[src/rtl/i3c_target_rx.sv]
// I3C SDR target receiver: synchronises SCL/SDA, detects START/Sr/STOP,
// ACKs write headers to its own or the broadcast address, and delivers
// data bytes whose T-bit (odd parity) checks out.
module i3c_target_rx #(
    parameter logic [6:0] TARGET_ADDR = 7'h2A,
    parameter logic [6:0] BCAST_ADDR  = 7'h7E
) (
    input  logic       clk_i,
    input  logic       rst_ni,
    input  logic       scl_i,
    input  logic       sda_i,
    output logic       sda_o,
    output logic       sda_oe_o,
    output logic [7:0] rx_data_o,
    output logic       rx_valid_o,
    output logic       parity_err_o,
    output logic       addr_match_o,
    output logic       start_det_o,
    output logic       stop_det_o,
    output logic       busy_o
);

    typedef enum logic [2:0] {
        S_IDLE,
        S_ADDR,
        S_ACK,
        S_DATA,
        S_TBIT,
        S_IGNORE
    } state_e;

    // Synchroniser stages plus one history register per line.
    logic [1:0] scl_sync_q, sda_sync_q;
    logic       scl_prev_q, sda_prev_q;
    logic       scl_s, sda_s;

    state_e     state_q, state_d;
    logic [3:0] bit_cnt_q, bit_cnt_d;
    logic [7:0] shift_q, shift_d;
    logic [7:0] rx_data_q, rx_data_d;
    logic       rx_valid_q, rx_valid_d;
    logic       parity_err_q, parity_err_d;
    logic       addr_match_q, addr_match_d;
    logic       start_det_q, start_det_d;
    logic       stop_det_q, stop_det_d;
    logic       sda_oe_q, sda_oe_d;

    logic       start_ev, stop_ev, scl_rise, scl_fall;
    logic [7:0] byte_full;
    logic       hdr_match;

    assign scl_s = scl_sync_q[1];
    assign sda_s = sda_sync_q[1];

    // Bus conditions seen on the synchronised lines; START/STOP only while SCL is high.
    assign start_ev  = scl_s &&  sda_prev_q && !sda_s;
    assign stop_ev   = scl_s && !sda_prev_q &&  sda_s;
    assign scl_rise  = scl_s && !scl_prev_q;
    assign scl_fall  = !scl_s && scl_prev_q;

    // Byte as it stands once the bit currently on SDA is shifted in.
    assign byte_full = {shift_q[6:0], sda_s};
    assign hdr_match = !byte_full[0] &&
                       ((byte_full[7:1] == TARGET_ADDR) || (byte_full[7:1] == BCAST_ADDR));

    // Two-flop synchronisers and edge-history registers; reset to the idle-bus level.
    always_ff @(posedge clk_i or negedge rst_ni) begin
        if (!rst_ni) begin
            scl_sync_q <= 2'b11;
            sda_sync_q <= 2'b11;
            scl_prev_q <= 1'b1;
            sda_prev_q <= 1'b1;
        end else begin
            // NOTE: non-blocking assignments so every flop samples the pre-edge value of its source.
            scl_sync_q <= {scl_sync_q[0], scl_i};
            sda_sync_q <= {sda_sync_q[0], sda_i};
            scl_prev_q <= scl_s;
            sda_prev_q <= sda_s;
        end
    end

    // Protocol state, shift register and registered outputs.
    always_ff @(posedge clk_i or negedge rst_ni) begin
        if (!rst_ni) begin
            state_q      <= S_IDLE;
            bit_cnt_q    <= 4'd0;
            shift_q      <= 8'h00;
            rx_data_q    <= 8'h00;
            rx_valid_q   <= 1'b0;
            parity_err_q <= 1'b0;
            addr_match_q <= 1'b0;
            start_det_q  <= 1'b0;
            stop_det_q   <= 1'b0;
            sda_oe_q     <= 1'b0;
        end else begin
            state_q      <= state_d;
            bit_cnt_q    <= bit_cnt_d;
            shift_q      <= shift_d;
            rx_data_q    <= rx_data_d;
            rx_valid_q   <= rx_valid_d;
            parity_err_q <= parity_err_d;
            addr_match_q <= addr_match_d;
            start_det_q  <= start_det_d;
            stop_det_q   <= stop_det_d;
            sda_oe_q     <= sda_oe_d;
        end
    end

    // Next-state logic: START/STOP override all bit-level activity.
    always_comb begin
        // NOTE: every variable gets a default here, so no path can leave one unassigned and infer a latch.
        state_d      = state_q;
        bit_cnt_d    = bit_cnt_q;
        shift_d      = shift_q;
        rx_data_d    = rx_data_q;
        rx_valid_d   = 1'b0;
        parity_err_d = 1'b0;
        addr_match_d = addr_match_q;
        start_det_d  = 1'b0;
        stop_det_d   = 1'b0;
        sda_oe_d     = sda_oe_q;

        if (start_ev) begin
            state_d      = S_ADDR;
            bit_cnt_d    = 4'd0;
            shift_d      = 8'h00;
            addr_match_d = 1'b0;
            sda_oe_d     = 1'b0;
            start_det_d  = 1'b1;
        end else if (stop_ev) begin
            state_d      = S_IDLE;
            bit_cnt_d    = 4'd0;
            addr_match_d = 1'b0;
            sda_oe_d     = 1'b0;
            stop_det_d   = 1'b1;
        end else begin
            unique case (state_q)
                S_ADDR: begin
                    if (scl_rise) begin
                        shift_d = byte_full;
                        if (bit_cnt_q == 4'd7) begin
                            bit_cnt_d = 4'd0;
                            if (hdr_match) begin
                                state_d      = S_ACK;
                                addr_match_d = 1'b1;
                            end else begin
                                state_d = S_IGNORE;
                            end
                        end else begin
                            bit_cnt_d = bit_cnt_q + 4'd1;
                        end
                    end
                end
                S_ACK: begin
                    // First fall starts driving ACK, second fall (end of 9th bit) releases it.
                    if (scl_fall) begin
                        if (!sda_oe_q) begin
                            sda_oe_d = 1'b1;
                        end else begin
                            sda_oe_d = 1'b0;
                            state_d  = S_DATA;
                        end
                    end
                end
                S_DATA: begin
                    if (scl_rise) begin
                        shift_d = byte_full;
                        if (bit_cnt_q == 4'd7) begin
                            bit_cnt_d = 4'd0;
                            state_d   = S_TBIT;
                        end else begin
                            bit_cnt_d = bit_cnt_q + 4'd1;
                        end
                    end
                end
                S_TBIT: begin
                    // Odd total count of ones across byte and T-bit means the byte is good.
                    if (scl_rise) begin
                        if ((^shift_q) ^ sda_s) begin
                            rx_data_d  = shift_q;
                            rx_valid_d = 1'b1;
                        end else begin
                            parity_err_d = 1'b1;
                        end
                        state_d = S_DATA;
                    end
                end
                default: ; // S_IDLE and S_IGNORE only leave on START/STOP
            endcase
        end
    end

    assign sda_o        = 1'b0;
    assign sda_oe_o     = sda_oe_q;
    assign rx_data_o    = rx_data_q;
    assign rx_valid_o   = rx_valid_q;
    assign parity_err_o = parity_err_q;
    assign addr_match_o = addr_match_q;
    assign start_det_o  = start_det_q;
    assign stop_det_o   = stop_det_q;
    assign busy_o       = (state_q != S_IDLE);

endmodule
[config.mk]
export PLATFORM = sky130hd
export DESIGN_NAME = i3c_target_rx
export DESIGN_NICKNAME = d
export VERILOG_FILES = /design/src/rtl/i3c_target_rx.sv
export SDC_FILE = /design/constraint.sdc
export NUM_CORES = 1
export LEC_CHECK = 0
export CAP_MARGIN = 20
export CORE_UTILIZATION = 44
export DETAILED_ROUTE_END_ITERATION = 8
export DONT_BUFFER_PORTS = 1
export GPL_TIMING_DRIVEN = 0
export HOLD_SLACK_MARGIN = 0.06
export PLACE_DENSITY = 0.56
export SLEW_MARGIN = 20
export SYNTH_ARGS = -nofsm -noshare
export SYNTH_HDL_FRONTEND = slang
export SYNTH_SLANG_ARGS = --single-unit
export TNS_END_PERCENT = 1
[constraint.sdc]
create_clock -name clk_i -period 4.6 [get_ports clk_i]
set_input_delay 0.92 -clock clk_i [delete_from_list [all_inputs] [get_ports clk_i]]
set_output_delay 0.92 -clock clk_i [all_outputs]
set_load 0.005 [all_outputs]
==> run metrics, run 1 <==
status complete, no violations; yosys warns 0; CTS Buf Count 5; Starting Density 47.6%; die height 63.2 um; FP Rows 21; Post-synth EDFFs 0; # IOs 20; layout cells sized above 1 16.3%; pin count of the biggest net entering global routing 36; Distinct cells, synth 42; Synth Instances 139; full die area 0.00400 mm^2; IO buf count 0; VDD IR max 0.216 mV; Worst-Skew Late Latency 0.28 ns; Critical Path RT 4.76 ns; LEAKAGE 0.826 nW; Root Driver clkbuf_8; crit path DAT 2.44 ns; Final period util 49.4%; global-route wire length before repair 4930 um; CTS max path bufs 2; PD cells 345 mW/mm^2; Setup Fix Bufs, Post-CTS 0; sequential fraction of the synthesis area 53.5%; Resized cells post-CTS 0; endpoint class of the critical path flip-flop; vias per inst 5.35; FF+latch count, synth 35; initial DRC count 86; wire length per cell 14.5 um; commonest non-fill, non-tap cell in the layout dfrtp_1; CTS tree yes; RSZ-0062 raised after global routing false; commonest non-fill, non-tap cells in the layout dfrtp_1 (29), nor2_1 (12), a22o_1 (9); crit path max fanout 8; final hold vios 0; post-synthesis async set-or-reset flop share 100%; fill count 323; clock edge transition at the registers on the reported setup and hold paths 0.07 ns; Post-Place Worst Slack 2.33 ns; drt drc 0; min-delay worst type primary input to asynchronous set/reset pin; Crit Path Category flip-flop to flip-flop; Main synth FF type dfrtp_1; clk_skew 0.00707 ns; Final WS setup 2.33 ns; Pre-Repair DR Iteration Count 4; GP Congestion 0.826; Setup TNS Final 0 ns; synthesis-to-finish area growth 9.02%; final setup violation count 0; core area 0.00347 mm^2; n_diodes 0; # hold bufs at CTS 0; Period minus WS final 2.27 ns; vias in the first global route 1047; Achievable Freq 0.440 GHz; final-stage net count 156; Die X 63.2 um; Total GRT Usage 16.4%; Min Hold Slack 0.327 ns; total of max-cap violations 0; max-slew violations 0; Least-Margin Pin Slew 0.597 ns; post-route ant nets 0; WL final 2800 um; initial antenna violation count 0; Detail Placement HPWL 1970 um; Overflow after GRT 0; Post-Syn Area 0.00165 mm^2; H-tree levels 2; kind of start point of the critical path flip-flop; Slew HR 60.1%; Synth Area per Inst 11.9 um^2; detailed-route via count 1033; Clock Sinks 35; synthesized net count 149
through the flow:
step,utilization [%],instance area (um^2),power [W],instances
6_report,51.9,1800,0.000621,193
4_1_cts,51.9,1800,0.000628,193
5_1_grt,51.9,1800,0.000656,193
3_5_place_dp,49.2,1710,0.000403,185
3_3_place_gp,49.2,1710,0.000401,185
2_1_floorplan,-,1650,0.000390,139
metal layers:
layer | vias up | GRT usage (%) | wire, um
li1 | 498 | - | -
met1 | 511 | 22.7 | 1390
met2 | 22 | 23.4 | 1270
met3 | 2 | 6.52 | 123
met4 | 0 | 5.11 | 18
met5 | - | 0 | 0
worst paths after layout:
check	slack [ns]	from	end	cells past startpoint
setup / recovery	2.33	shift_q[4]$_DFFE_PN0P_	rx_data_o[2]$_DFFE_PN0P_	8
hold / removal	0.33	rst_ni	rx_data_o[5]$_DFFE_PN0P_	0
setup reg to reg	2.33	shift_q[4]$_DFFE_PN0P_	rx_data_o[2]$_DFFE_PN0P_	8
hold reg to reg	0.36	sda_sync_q[0]$_DFF_PN1_	sda_sync_q[1]$_DFF_PN1_	0
max in group asynchronous	4.09	rst_ni	scl_prev_q$_DFF_PN1_	0
min in group clk_i	0.36	sda_sync_q[0]$_DFF_PN1_	sda_sync_q[1]$_DFF_PN1_	0
sequential cells by signal (all words and copies together), names as in the netlist, 2 cells and up:
| name | count |
|---|---|
| bit_cnt_q | 4 |
| rx_data_o | 8 |
| scl_sync_q | 2 |
| sda_sync_q | 2 |
| shift_q | 8 |
| state_q | 3 |
final cells by class:
cell class / instances / area, um^2 / area share [%]
Multi-Input combinational cell: 90 / 703 / 39.1
Inverter: 7 / 26.3 / 1.46
Tap cell: 46 / 57.6 / 3.20
Buffer: 7 / 37.5 / 2.09
Sequential cell: 35 / 883 / 49.1
Clock buffer: 7 / 86.3 / 4.80
Clock inverter: 1 / 5.00 / 0.278
critical path, stage by stage (launching register included):
cell and delay [ns]:
dfrtp_1 0.41, inv_1 0.06, ha_1 0.31, xnor3_1 0.38, xnor2_2 0.20, xnor2_1 0.16
and2_1 0.17, buf_6 0.16, mux2_4 0.31
power breakdown:
group          switching, W  internal, W  total [W]
Sequential        0.0000124     0.000322   0.000335
Combinational     0.0000319    0.0000300  0.0000619
Clock              0.000103     0.000121   0.000224
cell usage after synthesis, types with 2 or more instances:
cell type	n	area share, %
dfstp_2	6	9.6
xnor2_1	2	1.1
nor2_1	12	2.7
and3b_1	2	1.1
a21oi_1	5	1.5
clkbuf_1	5	1.1
ha_1	6	4.5
o22ai_1	2	0.76
nand2b_1	3	1.1
nand2_1	3	0.68
inv_1	7	1.6
nor2b_1	2	0.76
a22o_1	9	4.8
dfrtp_1	29	44
nand3b_1	3	1.4
o21ai_0	5	1.5
or3_1	2	0.76
mux2_4	7	6.4
nand3_1	2	0.61
and2_1	2	0.76
nor3_1	2	0.61
xor2_1	3	1.6
cells by family after synthesis:
group | Yosys count | synth area share (%)
mux | 8 | 6.97
other cells | 1 | 0.227
xor+xnor | 7 | 5.00
fa+ha+maj | 6 | 4.55
buf+inv | 14 | 3.87
simple gates | 40 | 13.9
flops | 35 | 53.5
compound gates | 28 | 12.0
(Power assumes the default switching activity.)
==> run 2, diff against run 1 <==
--- a/config.mk
+++ b/config.mk
@@ -11,7 +11,7 @@
 export DONT_BUFFER_PORTS = 1
 export GPL_TIMING_DRIVEN = 0
 export HOLD_SLACK_MARGIN = 0.06
-export PLACE_DENSITY = 0.56
+export PLACE_DENSITY = 0.58
 export SLEW_MARGIN = 20
 export SYNTH_ARGS = -nofsm -noshare
 export SYNTH_HDL_FRONTEND = slang
==> constraint.sdc (replaced) <==
create_clock -name clk_i -period 1.8 [get_ports clk_i]
set_input_delay 0.36 -clock clk_i [delete_from_list [all_inputs] [get_ports clk_i]]
set_output_delay 0.36 -clock clk_i [all_outputs]
set_load 0.005 [all_outputs]
==> run 2 against run 1 <==
Effect of this change:
- the flow now finishes with violations (negative setup slack)
- sequential share of layout area down 2.8 points
- die area stayed put
- critical path depth unchanged
- via count grew 1.5%
- combinational power rose to 3.6 times the previous value
- sequential power increased to 2.6 times the previous value
- core utilization grew 3.1 points
- setup slack worse by 2.6 ns
- non-clock buffer count up 6
- cell count grew 3.1%
- highest routed layer unchanged
==> run metrics, run 2 (synthesis results as in run 1) <==
status finished, violations left; failing checks negative setup slack; min-delay worst type flip-flop to flip-flop; Worst-Skew Late Latency 0.29 ns; Final WS setup -0.305 ns; CTS tree yes; FP Rows 21; area of the multi-input gates 751 um^2; vias in the first global route 1021; Period minus WS final 2.11 ns; clock edge transition at the registers on the reported setup and hold paths 0.06 ns; peak per-stage delay on the critical path 0.42 ns; die height 63.2 um; CP cell instances inv_1, ha_1, xor2_2, xnor2_2, xnor2_1, and2_1, buf_6, mux2_4; Crit Path Category flip-flop to flip-flop; initial DRC count 30; n_diodes 0; Die X 63.2 um; layout cells sized above 1 22.2%; Total GRT Usage 16.2%; final core utilization 55.0%; detailed-route via count 1049; Root Driver clkbuf_8; drt drc 0; GP Congestion 0.781; full die area 0.00400 mm^2; synthesis-to-finish area growth 15.5%; LEAKAGE 0.861 nW; kind of start point of the critical path flip-flop; crit path DAT 2.27 ns; CP delay by family, top XOR/XNOR gates; Achievable Freq 0.475 GHz; IO buf count 0; CTS max path bufs 2; Final period util 117%; H-tree levels 2; max-slew violations 0; PD cells 847 mW/mm^2; global-route wire length before repair 4950 um; CP max stage cell dfrtp_1; final-stage net count 162; Starting Density 47.6%; Clock Sinks 35; Min Hold Slack 0.356 ns; final hold vios 0; FF+latch area 883 um^2; crit path max fanout 8; Overflow after GRT 0; total of max-cap violations 0; Detail Placement HPWL 1870 um; post-route ant nets 0; CTS Buf Count 5; vias per inst 5.27; initial antenna violation count 0; core area 0.00347 mm^2; RSZ-0062 raised after global routing true; Critical Path RT 1.97 ns; endpoint class of the critical path flip-flop; clk_skew 0.00940 ns; fill count 321; pin count of the biggest net entering global routing 36; # IOs 20; commonest non-fill, non-tap cells in the layout dfrtp_1 (29), nor2_1 (11), a22o_1 (9); Pre-Repair DR Iteration Count 4; commonest non-fill, non-tap cell in the layout dfrtp_1; wire length per cell 14.1 um; WL final 2800 um; CP Buf/Inv Count 2; final setup violation count 7; VDD IR max 0.626 mV
[run 2: power breakdown]
group | switching [W] | internal, W | total (W)
sequential | 0.0000311 | 0.000824 | 0.000855
clock | 0.000267 | 0.000271 | 0.000538
combinational | 0.000113 | 0.000108 | 0.000221
total | 0.000411 | 0.00120 | 0.00161
[run 2: area by class of cell]
type,instances,area share [%]
inverters,7,1.38
plain buffers,6,1.84
clock buffers,7,4.00
well taps,46,3.02
multi-input cells,90,39.4
clock inverters,1,0.262
flip-flops and latches,35,46.3
repair buffers,7,3.81
[run 2: path summary, 6_finish.rpt]
path / from / to / slack, ns / cells past startpoint
max: shift_q[2]$_DFFE_PN0P_ / rx_data_o[0]$_DFFE_PN0P_ / -0.31 / 8
min: scl_sync_q[0]$_DFF_PN1_ / scl_sync_q[1]$_DFF_PN1_ / 0.36 / 0
max reg2reg: shift_q[2]$_DFFE_PN0P_ / rx_data_o[0]$_DFFE_PN0P_ / -0.31 / 8
min reg2reg: scl_sync_q[0]$_DFF_PN1_ / scl_sync_q[1]$_DFF_PN1_ / 0.36 / 0
max in group asynchronous: rst_ni / scl_sync_q[0]$_DFF_PN1_ / 1.02 / 2
min in group asynchronous: rst_ni / start_det_o$_DFF_PN0_ / 0.52 / 2
[run 2: repair_timing]
item                                   in CTS  in global routing
resized for setup                           6                  6
setup endpoints to repair                  20                 20
endpoints found under the hold margin      35                  2
pin swaps                                   2                  0
hold buffers                                2                  2
setup buffers                               1                  2
[run 2: layer usage]
metal	vias up	wire length [um]	global-route usage, %
li1	513	-	-
met1	512	1410	22.4
met2	18	1220	23.0
met3	6	116	6.16
met4	0	55	5.97
met5	-	0	0
[run 2: through the flow]
stage	setup WS [ns]	instance area (um^2)	total power (W)	instances	setup TNS [ns]
final	-0.305	1910	0.00161	199	-2.11
after global routing	-0.442	1910	0.00170	199	-3.50
after CTS	-0.323	1840	0.00162	195	-2.22
after detailed placement	-0.425	1710	0.00103	185	-6.13
after global placement	-0.404	1710	0.00103	185	-5.73
after floorplan	-0.224	1650	0.000996	139	-1.57
